`src/rtl/beam_phase_scheduler.sv`:
```
// Beam phase scheduler: walks an N_COLS x N_ROWS element grid, runs phase_calc once per element
// and stores the calibrated 6-bit phase codes in a registered-read phase table.
module beam_phase_scheduler #(
   parameter int unsigned  N_COLS  = 4,
   parameter int unsigned  N_ROWS  = 4,
   parameter logic [15:0]  PITCH_X = 16'd1920,
   parameter logic [15:0]  PITCH_Y = 16'd1920,
   parameter int unsigned  TIMEOUT = 255,
   localparam int unsigned N_ELEM  = N_COLS * N_ROWS,
   localparam int unsigned ADDR_W  = $clog2(N_ELEM)
) (
   input  logic              clk,
   input  logic              rst_n,
   input  logic              cmd_valid,
   output logic              cmd_ready,
   input  logic              cmd_is_tx,
   input  logic [15:0]       cmd_az,
   input  logic [15:0]       cmd_el,
   output logic              calc_start,
   output logic              calc_is_tx,
   output logic [15:0]       calc_x,
   output logic [15:0]       calc_y,
   output logic [15:0]       calc_az,
   output logic [15:0]       calc_el,
   input  logic              calc_busy,
   input  logic              calc_valid,
   input  logic [5:0]        calc_idx,
   input  logic              cal_we,
   input  logic [ADDR_W-1:0] cal_addr,
   input  logic [5:0]        cal_data,
   input  logic [ADDR_W-1:0] rd_addr,
   output logic [5:0]        rd_data,
   output logic              busy,
   output logic              done,
   output logic              err_timeout
);

   localparam int unsigned       CNT_W      = $clog2(TIMEOUT + 1);
   localparam logic [CNT_W-1:0]  TimeoutCnt = CNT_W'(TIMEOUT);
   localparam logic [ADDR_W-1:0] LastAddr   = ADDR_W'(N_ELEM - 1);
   localparam logic [ADDR_W-1:0] LastCol    = ADDR_W'(N_COLS - 1);

   typedef enum logic [2:0] {StIdle, StIssue, StWait, StWrite, StDone} state_e;

   state_e            state_q, state_d;
   logic [ADDR_W-1:0] addr_q, addr_d;
   logic [ADDR_W-1:0] col_q, col_d;
   logic [15:0]       x_acc_q, x_acc_d;
   logic [15:0]       y_acc_q, y_acc_d;
   logic [15:0]       az_q, az_d;
   logic [15:0]       el_q, el_d;
   logic              is_tx_q, is_tx_d;
   logic [CNT_W-1:0]  cnt_q, cnt_d;
   logic [5:0]        idx_q, idx_d;
   logic              err_q, err_d;
   logic              tbl_we;
   logic [5:0]        tbl_wdata;
   logic [5:0]        rd_data_q;
   logic [5:0]        tbl_q [N_ELEM];
   logic [5:0]        cal_q [N_ELEM];

   // Calibrated code wraps mod 64; cal is read before any same-edge cal write lands.
   assign tbl_wdata = idx_q + cal_q[addr_q];

   always_comb begin
      state_d    = state_q;
      addr_d     = addr_q;
      col_d      = col_q;
      x_acc_d    = x_acc_q;
      y_acc_d    = y_acc_q;
      az_d       = az_q;
      el_d       = el_q;
      is_tx_d    = is_tx_q;
      cnt_d      = cnt_q;
      idx_d      = idx_q;
      err_d      = err_q;
      calc_start = 1'b0;
      tbl_we     = 1'b0;
      unique case (state_q)
         StIdle: begin
            if (cmd_valid) begin
               state_d = StIssue;
               is_tx_d = cmd_is_tx;
               az_d    = cmd_az;
               el_d    = cmd_el;
               addr_d  = '0;
               col_d   = '0;
               x_acc_d = '0;
               y_acc_d = '0;
               err_d   = 1'b0;
            end
         end
         StIssue: begin
            if (!calc_busy) begin
               calc_start = 1'b1;
               cnt_d      = '0;
               state_d    = StWait;
            end
         end
         StWait: begin
            if (calc_valid) begin
               idx_d   = calc_idx;
               state_d = StWrite;
            end else if (cnt_q == TimeoutCnt) begin
               err_d   = 1'b1;
               state_d = StDone;
            end else begin
               cnt_d = cnt_q + CNT_W'(1);
            end
         end
         StWrite: begin
            tbl_we  = 1'b1;
            state_d = (addr_q == LastAddr) ? StDone : StIssue;
            addr_d  = addr_q + ADDR_W'(1);
            // Row advance by accumulation keeps the datapath multiplier-free.
            if (col_q == LastCol) begin
               col_d   = '0;
               x_acc_d = '0;
               y_acc_d = y_acc_q + PITCH_Y;
            end else begin
               col_d   = col_q + ADDR_W'(1);
               x_acc_d = x_acc_q + PITCH_X;
            end
         end
         StDone: begin
            state_d = StIdle;
         end
         default: begin
            state_d = StIdle;
         end
      endcase
   end

   always_ff @(posedge clk or negedge rst_n) begin
      if (!rst_n) begin
         state_q <= StIdle;
         addr_q  <= '0;
         col_q   <= '0;
         x_acc_q <= '0;
         y_acc_q <= '0;
         az_q    <= '0;
         el_q    <= '0;
         is_tx_q <= 1'b0;
         cnt_q   <= '0;
         idx_q   <= '0;
         err_q   <= 1'b0;
      end else begin
         state_q <= state_d;
         addr_q  <= addr_d;
         col_q   <= col_d;
         x_acc_q <= x_acc_d;
         y_acc_q <= y_acc_d;
         az_q    <= az_d;
         el_q    <= el_d;
         is_tx_q <= is_tx_d;
         cnt_q   <= cnt_d;
         idx_q   <= idx_d;
         err_q   <= err_d;
      end
   end

   // Registered read samples the table before a same-edge write (read-before-write).
   always_ff @(posedge clk or negedge rst_n) begin
      if (!rst_n) begin
         for (int unsigned i = 0; i < N_ELEM; i++) begin
            tbl_q[i] <= '0;
            cal_q[i] <= '0;
         end
         rd_data_q <= '0;
      end else begin
         rd_data_q <= tbl_q[rd_addr];
         if (tbl_we) begin
            tbl_q[addr_q] <= tbl_wdata;
         end
         if (cal_we) begin
            cal_q[cal_addr] <= cal_data;
         end
      end
   end

   assign cmd_ready   = (state_q == StIdle);
   assign busy        = (state_q != StIdle);
   assign done        = (state_q == StDone);
   assign err_timeout = err_q;
   assign calc_is_tx  = is_tx_q;
   assign calc_az     = az_q;
   assign calc_el     = el_q;
   assign calc_x      = x_acc_q;
   assign calc_y      = y_acc_q;
   assign rd_data     = rd_data_q;

endmodule

```
`config.mk`:
```
export PLATFORM = sky130hd
export DESIGN_NAME = beam_phase_scheduler
export DESIGN_NICKNAME = d
export VERILOG_FILES = /design/src/rtl/beam_phase_scheduler.sv
export SDC_FILE = /design/constraint.sdc
export NUM_CORES = 1
export LEC_CHECK = 0
export ABC_AREA = 0
export BUFFER_PORTS_ARGS = -buffer_cell sky130_fd_sc_hd__buf_2
export CAP_MARGIN = 30
export CORE_MARGIN = 3
export CORE_UTILIZATION = 45
export DETAILED_ROUTE_END_ITERATION = 16
export GPL_ROUTABILITY_DRIVEN = 1
export PLACE_DENSITY = 0.62
export SYNTH_ARGS = -nofsm -noshare
export SYNTH_HDL_FRONTEND = slang
export SYNTH_SLANG_ARGS = --single-unit
```
`constraint.sdc`:
```
create_clock -name clk -period 5 [get_ports clk]
set_clock_uncertainty 0.15 [all_clocks]
set_input_delay 0.25 -clock clk [delete_from_list [all_inputs] [get_ports clk]]
set_output_delay 0.25 -clock clk [all_outputs]
set_load 0.1 [all_outputs]
```
==> run metrics, run 1 <==
outcome completed; most common cell after layout, fill and taps aside dfrtp_1; fin nets about 1200; maximum vdd drop slightly above 600 uV; chip width between 150 and 200 um; ys flop type dfrtp_1; Die Y 173 um; Max-slew headroom about two fifths; die area 30000 sq um; post-placement cell count roughly 1500; Area Growth Syn to Fin 18.4%; Post-Synth Simple-Gate Area between 10% and 20%; Int Pwr approximately 5.2 mW; post-synthesis compound-gate area fraction 5.45%; post-synthesis area per instance roughly 12 sq um; Placer Congestion 0.776; crit path max-delay cell type and3_1; largest family of logic cells by synthesized area multiplexers; Worst Path Required approximately 5.2 ns; final cell count without fillers between 1500 and 2000; Tot GR Track Use between 10% and 20%; final hold violation count 0; # clock sinks around 280; # setup viols final 0; H-tree depth 1; most frequent cells in the layout dfrtp_1 (275), nand2_1 (194), mux2_1 (125), buf_2 (119), o21ai_1 (73); Sw Pwr around 4.2 mW; adder-cell share of the synthesized area under 10%; number of diodes 0; internal reg-to-reg setup slack around 1.0 ns; # Max-Cap Violations 0; CP startpoint kind register; CTS max path bufs 3; CP Class register to register; critical path arrival ~4.2 ns; GRT overflow 0; Tmin final approximately 4.0 ns; Seq pwr share 34.7%; Tcrit/Tclk final between 70% and 80%; number of synthesized flops with an enable pin 0; DR vias slightly above 8000; P_leak 6.91 nW; layout cells sized above 1 around 22%; reg2reg end tbl_q[59]$_DFFE_PN0P_; post-route ant nets 0; Core Box Area around 27000 sq um; DP HPWL 18300 um; CP Max Fanout 16; TritonCTS clock tree done; Async SR Flop Fraction 100%; initial antenna violation count 0; Logic pwr share 43.3%; Clock power frac about 22%; routed vias/inst approximately 5.2; CP dominant cell by count mux4_2; # Post-CTS Setup Buffers 0; slew at the pin with the worst max-slew slack a little under 0.9 ns; Post-Syn Area 12600 sq um; pwr dens about 630 nW/um^2; CTS buffer count 30; DR WL/cell ~18 um; Hold Startpoint cal_data[5]; Ports around 140; Seq/Total Area, Yosys ~55%; final WL approximately 28000 um; cells after synthesis ~1000; drc violations 0; final core occ a little over half; hold endpoint cal_q[17]$_DFFE_PN0P_; critical path's largest stage delay between 0.7 and 0.8 ns; Max Fclk ~250 MHz; Iter 0 DRT Violations 530; final slew viol count 0; WHS Path Cells 2; clock tree root driver cell clkbuf_16; Final Power around 9.4 mW; cells along the critical path buf_12 -> mux4_2 -> mux4_2 -> ha_1 -> a21o_1 -> a21oi_1 -> o21a_1 -> and3_1 -> o31ai_1; post-synth cell types between 50 and 60; Hold/Removal Path Class primary input to register; vias in the first global route 8340; Rows 60; Starting Density about 46%; R2R cell count 9; Synth warnings 0; largest net degree at the start of global routing 118; DR pass1 iterations 5; Sw Ratio between 40 and 50%; Worst R2R Start addr_q[0]$_DFFE_PN0P_; Synth Register Bits about 280; Crit. End Element register; RSZ-0062 raised after global routing false; clock latency on the worst-skew pair 0.55 ns; first-pass GRT wire length between 40000 and 50000 um; setup_tns 0 ns; Synth Area in XOR/XNOR under 10%; CTS clk-pin slew, worst paths approximately 0.06 ns; mux share of post-synthesis cell area 22.9%; PortBufs 120
==> area by class of cell <==
class / instances / area [sq um]
Fill cell: 2291 / 12300
Sequential cell: 275 / 6880
Clock inverter: 11 / 97.6
Inverter: 12 / 45.0
Tap cell: 372 / 465
Clock buffer: 42 / 836
Timing Repair Buffer: 181 / 1220
Multi-Input combinational cell: 666 / 5360
==> synthesized netlist by cell type (9+ instances only) <==
| cell type | number | area, sq um |
|---|---|---|
| nor3b_1 | 9 | 67.6 |
| xnor2_1 | 12 | 105 |
| dfrtp_1 | 275 | 6880 |
| buf_4 | 15 | 113 |
| nand2_1 | 194 | 728 |
| nor2_1 | 34 | 128 |
| nand3_1 | 24 | 120 |
| ha_1 | 13 | 163 |
| mux2i_1 | 9 | 90.1 |
| clkbuf_1 | 46 | 173 |
| inv_1 | 10 | 37.5 |
| mux2_1 | 125 | 1410 |
| o21ai_1 | 73 | 365 |
| mux4_2 | 57 | 1280 |
==> worst max-delay path, delay by kind of cell (launching register included) <==
kind / cells / cell delay [ns]
muxes: 2 / 1.00
and+or+nand+nor: 1 / 0.76
AOI/OAI and AO/OA: 4 / 0.74
DFF: 1 / 0.69
buffers and inverters: 1 / 0.25
adders and majority gates: 1 / 0.21
==> metal layers <==
layer | vias up | wire (um) | global-route usage [%] | share of wire, %
li1 | 3885 | - | - | -
met1 | 4063 | 12800 | 26.3 | 47
met2 | 193 | 13100 | 30.5 | 47
met3 | 36 | 1290 | 3.61 | 4.7
met4 | 0 | 407 | 2.70 | 1.5
met5 | - | 0 | 0 | 0
==> power groups by stage <==
stage	combinational [mW]	clock, mW	sequential [mW]
after floorplan	2.03	0	4.46
after global placement	3.98	0	3.30
after detailed placement	4.07	0	3.30
after CTS	4.10	2.13	3.28
after global routing	4.38	2.24	3.36
final	4.09	2.08	3.28
==> stage by stage <==
step / setup slack (ns) / hold slack (ns) / area, sq um
6_report: 1.01 / 0.0288 / 14900
3_3_place_gp: 1.02 / 0.216 / 13500
5_1_grt: 0.710 / 0.0350 / 14900
4_1_cts: 0.925 / 0.00518 / 14900
3_5_place_dp: 0.939 / 0.205 / 13500
2_1_floorplan: 0.205 / -0.196 / 12600
==> flip-flops by register name, indices dropped and copies added (netlist names) <==
| signal | cells |
|---|---|
| calc_x | 9 |
| cal_q | 96 |
| idx_q | 6 |
| col_q | 4 |
| calc_az | 16 |
| addr_q | 4 |
| rd_data | 6 |
| cnt_q | 8 |
| err_timeout | 1 |
| calc_el | 16 |
| calc_y | 9 |
| state_q | 3 |
| tbl_q | 96 |
| calc_is_tx | 1 |
==> worst max-delay path by stage <==
stage | end | slack [ns] | startpoint | cells after the start
floorplan | cnt_q[2]$_DFFE_PN0P_ | 0.21 | state_q[1]$_DFFE_PN0P_ | 3
global placement | tbl_q[41]$_DFFE_PN0P_ | 1.02 | addr_q[0]$_DFFE_PN0P_ | 9
detailed placement | tbl_q[35]$_DFFE_PN0P_ | 0.94 | addr_q[0]$_DFFE_PN0P_ | 9
CTS | tbl_q[35]$_DFFE_PN0P_ | 0.93 | addr_q[0]$_DFFE_PN0P_ | 9
global route | tbl_q[53]$_DFFE_PN0P_ | 0.71 | addr_q[0]$_DFFE_PN0P_ | 9
finish | tbl_q[59]$_DFFE_PN0P_ | 1.01 | addr_q[0]$_DFFE_PN0P_ | 9
==> cells by family (layout without fill, tap and decap cells) <==
| group | count (synthesis) | after routing |
|---|---|---|
| flip-flops | 275 | 275 |
| multiplexers | 200 | 200 |
| XOR/XNOR | 18 | 18 |
| AND/OR/NAND/NOR | 311 | 311 |
| other | 1 | 14 |
| buffers and inverters | 86 | 246 |
| AO/OA/AOI/OAI | 109 | 109 |
| adder cells (fa/ha/maj) | 14 | 14 |
==> timing repair <==
action	4_1_cts	5_1_grt
gates resized for setup	0	0
hold endpoints to repair	214	0
hold buffers	48	0
(Power assumes the default switching activity.)
==> run 2, diff against run 1 <==
--- a/config.mk
+++ b/config.mk
@@ -5,14 +5,14 @@
 export SDC_FILE = /design/constraint.sdc
 export NUM_CORES = 1
 export LEC_CHECK = 0
-export ABC_AREA = 0
+export ABC_AREA = 1
 export BUFFER_PORTS_ARGS = -buffer_cell sky130_fd_sc_hd__buf_2
 export CAP_MARGIN = 30
 export CORE_MARGIN = 3
 export CORE_UTILIZATION = 45
 export DETAILED_ROUTE_END_ITERATION = 16
 export GPL_ROUTABILITY_DRIVEN = 1
-export PLACE_DENSITY = 0.62
+export PLACE_DENSITY = 0.64
 export SYNTH_ARGS = -nofsm -noshare
 export SYNTH_HDL_FRONTEND = slang
 export SYNTH_SLANG_ARGS = --single-unit
==> constraint.sdc (replaced) <==
create_clock -name clk -period 3.35 [get_ports clk]
set_clock_uncertainty 0.15 [all_clocks]
set_input_delay 0.1675 -clock clk [delete_from_list [all_inputs] [get_ports clk]]
set_output_delay 0.1675 -clock clk [all_outputs]
set_load 0.1 [all_outputs]
==> run metrics, run 2 <==
DP HPWL approximately 22000 um; final hold violation count 0; Ports between 100 and 150; CP dominant cell by count nand2_1; Rows 61; Iter 0 DRT Violations 967; Max-slew headroom around half; post-placement cell count just under 2000; Core Box Area 28000 sq um; Die Y 175 um; most common cell after layout, fill and taps aside nand2_1; CP Class register to register; setup_tns 0 ns; post-synth cell types 43; routed vias/inst a little over 5; GRT overflow 0; post-route ant nets 0; Post-Syn Area between 10000 and 15000 sq um; vias in the first global route ~11000; largest area contributor in the synthesized netlist dfrtp_1; final slew viol count 0; Synth Register Bits between 200 and 300; Seq/Total Area, Yosys between 50 and 60%; clock tree root driver cell clkbuf_16; # clock sinks roughly 280; CTS clk-pin slew, worst paths 0.06 ns; DR pass1 iterations 5; die area 30700 sq um; DR vias ~11000; post-synthesis area per instance between 8 and 9 sq um; Tmin final about 3.1 ns; top-count cell post-synth nand2_1; drc violations 0; slew at the pin with the worst max-slew slack between 0.7 and 0.8 ns; Tot GR Track Use a little over a fifth; final cell count without fillers about 2100; final WL between 30000 and 40000 um; crit path max-delay cell type dfrtp_1; clock latency on the worst-skew pair around 0.54 ns; outcome completed; pwr dens roughly 890 nW/um^2; Max Fclk around 320 MHz; largest registers cal_q: 96 flops, tbl_q: 96 flops; critical path's largest stage delay 0.40 ns; CP startpoint kind register; Crit path max-delay family simple AND/OR/NAND/NOR gates; area share of the largest cell type after synthesis between 50% and 60%; initial antenna violation count 1; maximum vdd drop just over 800 uV; fin nets between 1500 and 2000; Tcrit/Tclk final 92.4%; PortBufs 120; Starting Density between 40% and 50%; top cells by count, synth nand2_1 (448), dfrtp_1 (275), o21ai_0 (260), inv_1 (125), nor2_1 (66); Crit. End Element register; chip width around 180 um; number of synthesized flops with an enable pin 0; Area Growth Syn to Fin 19.1%; cells after synthesis approximately 1500; RSZ-0062 raised after global routing false; layout cells sized above 1 ~14%; Worst Path Required around 3.7 ns; critical path arrival around 3.4 ns; CTS buffer count 30; cells along the critical path inv_4 -> a21oi_1 -> o21ai_0 -> o21ai_0 -> nand2_1 -> nand4_1 -> ha_1 -> a21oi_1 -> nand2_1 -> nand2_1 -> nand2_1 -> a21oi_1 -> inv_1 -> nand3_4 -> nand3_1 -> nand2_1; CTS max path bufs 3; ys flop type dfrtp_1; Async SR Flop Fraction 100%; most frequent cells in the layout nand2_1 (448), dfrtp_1 (275), o21ai_0 (260), inv_1 (125), buf_2 (119); # setup viols final 0; crit path buf inv count 2; Hold/Removal Path Class primary input to register; TritonCTS clock tree done; largest net degree at the start of global routing 80; DR WL/cell 15.6 um; first-pass GRT wire length 54700 um; P_leak ~7.5 nW; Synth area leaders dfrtp_1 (53%), nand2_1 (13%), o21ai_0 (10%), inv_1 (3.6%), a21oi_1 (2.4%); Placer Congestion 0.841; Synth warnings 0; CP Max Fanout 58; # Max-Cap Violations 0; H-tree depth 1
run 2: kinds of logic (layout without fill, tap and decap cells):
family | Yosys count | in the layout | share of synthesized area [%]
XOR/XNOR | 9 | 9 | 0.613
flip-flops | 275 | 275 | 53.5
other | 1 | 15 | 0.0291
AO/OA/AOI/OAI | 380 | 380 | 15.6
buffers and inverters | 229 | 400 | 7.59
adder cells (fa/ha/maj) | 14 | 14 | 1.42
multiplexers | 20 | 20 | 1.56
AND/OR/NAND/NOR | 610 | 610 | 19.8
run 2: per-stage QoR:
| step | hold slack (ns) | setup slack [ns] | total power [mW] | cell area [sq um] | util (%) |
|---|---|---|---|---|---|
| after floorplan | -0.278 | 0.193 | 9.20 | 12900 | - |
| after global placement | 0.0649 | 0.390 | 10.5 | 13800 | 49.2 |
| after detailed placement | 0.0724 | 0.312 | 10.6 | 13800 | 49.2 |
| after CTS | 0.00628 | 0.303 | 13.8 | 15300 | 54.7 |
| after global routing | 0.0459 | 0.0470 | 14.5 | 15300 | 54.7 |
| final | 0.0134 | 0.256 | 13.7 | 15300 | 54.7 |
run 2: cell type report:
class | count | area [sq um]
inverters | 145 | 547
fillers | 2644 | 12700
flip-flops and latches | 275 | 6880
well taps | 378 | 473
multi-input cells | 1047 | 5060
diodes | 1 | 2.50
clock buffers | 46 | 892
repair buffers | 204 | 1450
clock inverters | 5 | 25.0
run 2: where the power goes:
part,internal (mW),leakage [nW],switching [mW]
sequential,4.14,3.59,0.473
combinational,1.34,3.42,4.67
clock,1.81,0.455,1.27
total,7.29,7.47,6.42
run 2: what timing repair did:
item,CTS,global route
hold buffers,62,0
buffers inserted,0,0
hold endpoints to repair,206,0
endpoints found under the setup margin,0,0
gates resized for setup,0,0
run 2: tightest hold or removal path, cell delays in order:
cell and delay [ns]:
buf_2 0.11, nand2_1 0.07, nor2_1 0.16, nand2_1 0.09, o21ai_0 0.06
run 2: per-layer routing:
layer	wire length, um	vias up	GRT usage [%]	share of wire, %
li1	-	5307	-	-
met4	751	0	5.82	2.3
met1	15300	5110	30.9	47
met3	1800	51	3.48	5.5
met2	15000	299	34.6	46
met5	0	-	0	0
run 2: worst paths after layout:
check | start | endpoint | slack [ns] | cells past startpoint
min in group asynchronous | rst_n | cal_q[33]$_DFFE_PN0P_ | 0.08 | 2
setup / recovery | addr_q[0]$_DFFE_PN0P_ | tbl_q[17]$_DFFE_PN0P_ | 0.26 | 16
hold / removal | cal_addr[2] | cal_q[9]$_DFFE_PN0P_ | 0.01 | 5
max in group asynchronous | rst_n | tbl_q[15]$_DFFE_PN0P_ | 2.19 | 3
setup reg to reg | addr_q[0]$_DFFE_PN0P_ | tbl_q[17]$_DFFE_PN0P_ | 0.26 | 16
hold reg to reg | calc_el[9]$_DFFE_PN0P_ | calc_el[9]$_DFFE_PN0P_ | 0.32 | 2
==> run 3, diff against run 2 <==
--- a/config.mk
+++ b/config.mk
@@ -12,7 +12,7 @@
 export CORE_UTILIZATION = 45
 export DETAILED_ROUTE_END_ITERATION = 16
 export GPL_ROUTABILITY_DRIVEN = 1
-export PLACE_DENSITY = 0.64
+export PLACE_DENSITY = 0.62
 export SYNTH_ARGS = -nofsm -noshare
 export SYNTH_HDL_FRONTEND = slang
 export SYNTH_SLANG_ARGS = --single-unit
==> constraint.sdc (replaced) <==
create_clock -name clk -period 3 [get_ports clk]
set_clock_uncertainty 0.15 [all_clocks]
set_input_delay 0.15 -clock clk [delete_from_list [all_inputs] [get_ports clk]]
set_output_delay 0.15 -clock clk [all_outputs]
set_load 0.1 [all_outputs]
==> run metrics, run 3 (same netlist as run 2, synthesis figures left out) <==
final worst slack roughly 0.23 ns; Crit. End Element register; largest net degree at the start of global routing 74; WHS -0.00246 ns; drc violations 0; critical path's largest stage delay around 0.45 ns; Worst Path Required 3.28 ns; clock tree root driver cell clkbuf_16; PortBufs between 100 and 150; Max-slew headroom between 40 and 50%; CP Max Fanout 16; Clock power frac between 20% and 30%; most common cell after layout, fill and taps aside nand2_1; final WL 33900 um; Logic pwr share 44.8%; Die Y ~180 um; CP startpoint kind register; Core Box Area about 28000 sq um; final hold violation count 1; failing checks negative hold slack; Max Fclk ~360 MHz; # clock sinks approximately 280; Tmin final 2.77 ns; fin nets 1801; setup_tns 0 ns; pwr dens 1010 nW/um^2; most frequent cells in the layout nand2_1 (448), dfrtp_1 (274), o21ai_0 (260), inv_1 (124), buf_2 (119); chip width roughly 180 um; critical path arrival 3.05 ns; Tcrit/Tclk final roughly 92%; reg2reg end tbl_q[28]$_DFFE_PN0P_; Ports 135; Hold/Removal Path Class primary input to asynchronous set/reset pin; TritonCTS clock tree done; R2R cell count 13; Rows 61; Placement Setup Slack 0.150 ns; CTS buffer count 31; internal reg-to-reg setup slack 0.23 ns; Seq pwr share 32.7%; DR vias about 11000; CTS clk-pin slew, worst paths around 0.06 ns; clock latency on the worst-skew pair 0.56 ns; DP HPWL around 22000 um; post-route ant nets 0; final core occ between 50% and 60%; Worst R2R Start addr_q[0]$_DFFE_PN0P_; Sw Pwr ~7.4 mW; DR WL/cell between 15 and 20 um; maximum vdd drop 1020 uV; Starting Density between 40% and 50%; Sw Ratio between 40% and 50%; cells along the critical path buf_4 -> clkinv_2 -> nor2_1 -> o22ai_1 -> nand2_1 -> nand4_1 -> ha_1 -> inv_1 -> fa_1 -> o21a_1 -> xor2_2 -> buf_12 -> o21ai_0; final slew viol count 0; Area Growth Syn to Fin 21.7%; DR pass1 iterations 7; Tot GR Track Use 22.1%; layout cells sized above 1 between 10% and 20%; routed vias/inst between 5 and 6; vias in the first global route approximately 10000; largest registers cal_q: 96 flops, tbl_q: 96 flops; Iter 0 DRT Violations between 1000 and 1500; Placer Congestion 0.907; Int Pwr around 8.5 mW; first-pass GRT wire length around 56000 um; H-tree depth 1; crit path max-delay cell type dfrtp_2; # setup viols final 0; CTS max path bufs 3; P_leak roughly 7.6 nW; die area 30700 sq um; outcome finished with violations; initial antenna violation count 2; # Max-Cap Violations 0; GRT overflow 0; slew at the pin with the worst max-slew slack ~0.83 ns; CP Class register to register; post-placement cell count about 2000; final cell count without fillers 2131
run 3: metrics by stage:
stage / instance area, sq um / power, mW
final: 15700 / 15.9
after CTS: 15600 / 15.8
after global routing: 15700 / 16.8
after detailed placement: 13900 / 12.1
after global placement: 13900 / 12.0
after floorplan: 12900 / 10.3
run 3: worst max path at each step:
stage	cells after the start	start	end	slack (ns)
after floorplan	15	addr_q[1]$_DFFE_PN0P_	tbl_q[14]$_DFFE_PN0P_	-0.02
after global placement	13	addr_q[0]$_DFFE_PN0P_	tbl_q[52]$_DFFE_PN0P_	0.20
after detailed placement	17	addr_q[0]$_DFFE_PN0P_	tbl_q[11]$_DFFE_PN0P_	0.15
after CTS	17	addr_q[0]$_DFFE_PN0P_	tbl_q[11]$_DFFE_PN0P_	0.14
after global routing	16	addr_q[0]$_DFFE_PN0P_	tbl_q[35]$_DFFE_PN0P_	-0.006
final	13	addr_q[0]$_DFFE_PN0P_	tbl_q[28]$_DFFE_PN0P_	0.23
run 3: worst max-delay path: cells and delay by family (launching register included):
kind | cells | cell delay (ns)
AOI/OAI and AO/OA | 3 | 0.51
xor gates and xnor gates | 1 | 0.18
adders and majority gates | 2 | 0.56
buffers and inverters | 4 | 0.51
DFF | 1 | 0.45
and+or+nand+nor | 3 | 0.28
run 3: power by group through the flow:
stage | clock network (mW) | registers, mW | logic [mW]
after detailed placement | 0 | 5.21 | 6.85
after CTS | 3.65 | 5.17 | 6.98
after global placement | 0 | 5.20 | 6.77
final | 3.56 | 5.19 | 7.10
after floorplan | 0 | 7.21 | 3.09
after global routing | 3.79 | 5.30 | 7.69
run 3: area by class of cell:
cell class	instances	area (sq um)
antenna	2	5.00
clock buffer	45	898
clock inverter	11	68.8
fill	2585	12400
inverter	145	552
multi-input combinational	1048	5100
sequential	275	6880
tap	378	473
timing repair buffer	226	1670
timing repair inverter	1	5.00
run 3: metal layers:
metal,GRT usage (%),vias up,wire [um]
met5,0,-,0
met4,6.78,0,992
met3,3.32,68,1720
met2,34.8,299,15600
met1,31.9,5180,15700
li1,-,5358,-
run 3: timing repair:
action                                  in CTS  in global routing
hold endpoints to repair                   323                  0
hold buffers                                70                  0
gates resized for setup                      0                  9
endpoints found under the setup margin       0                 32
setup buffers                                0                  4
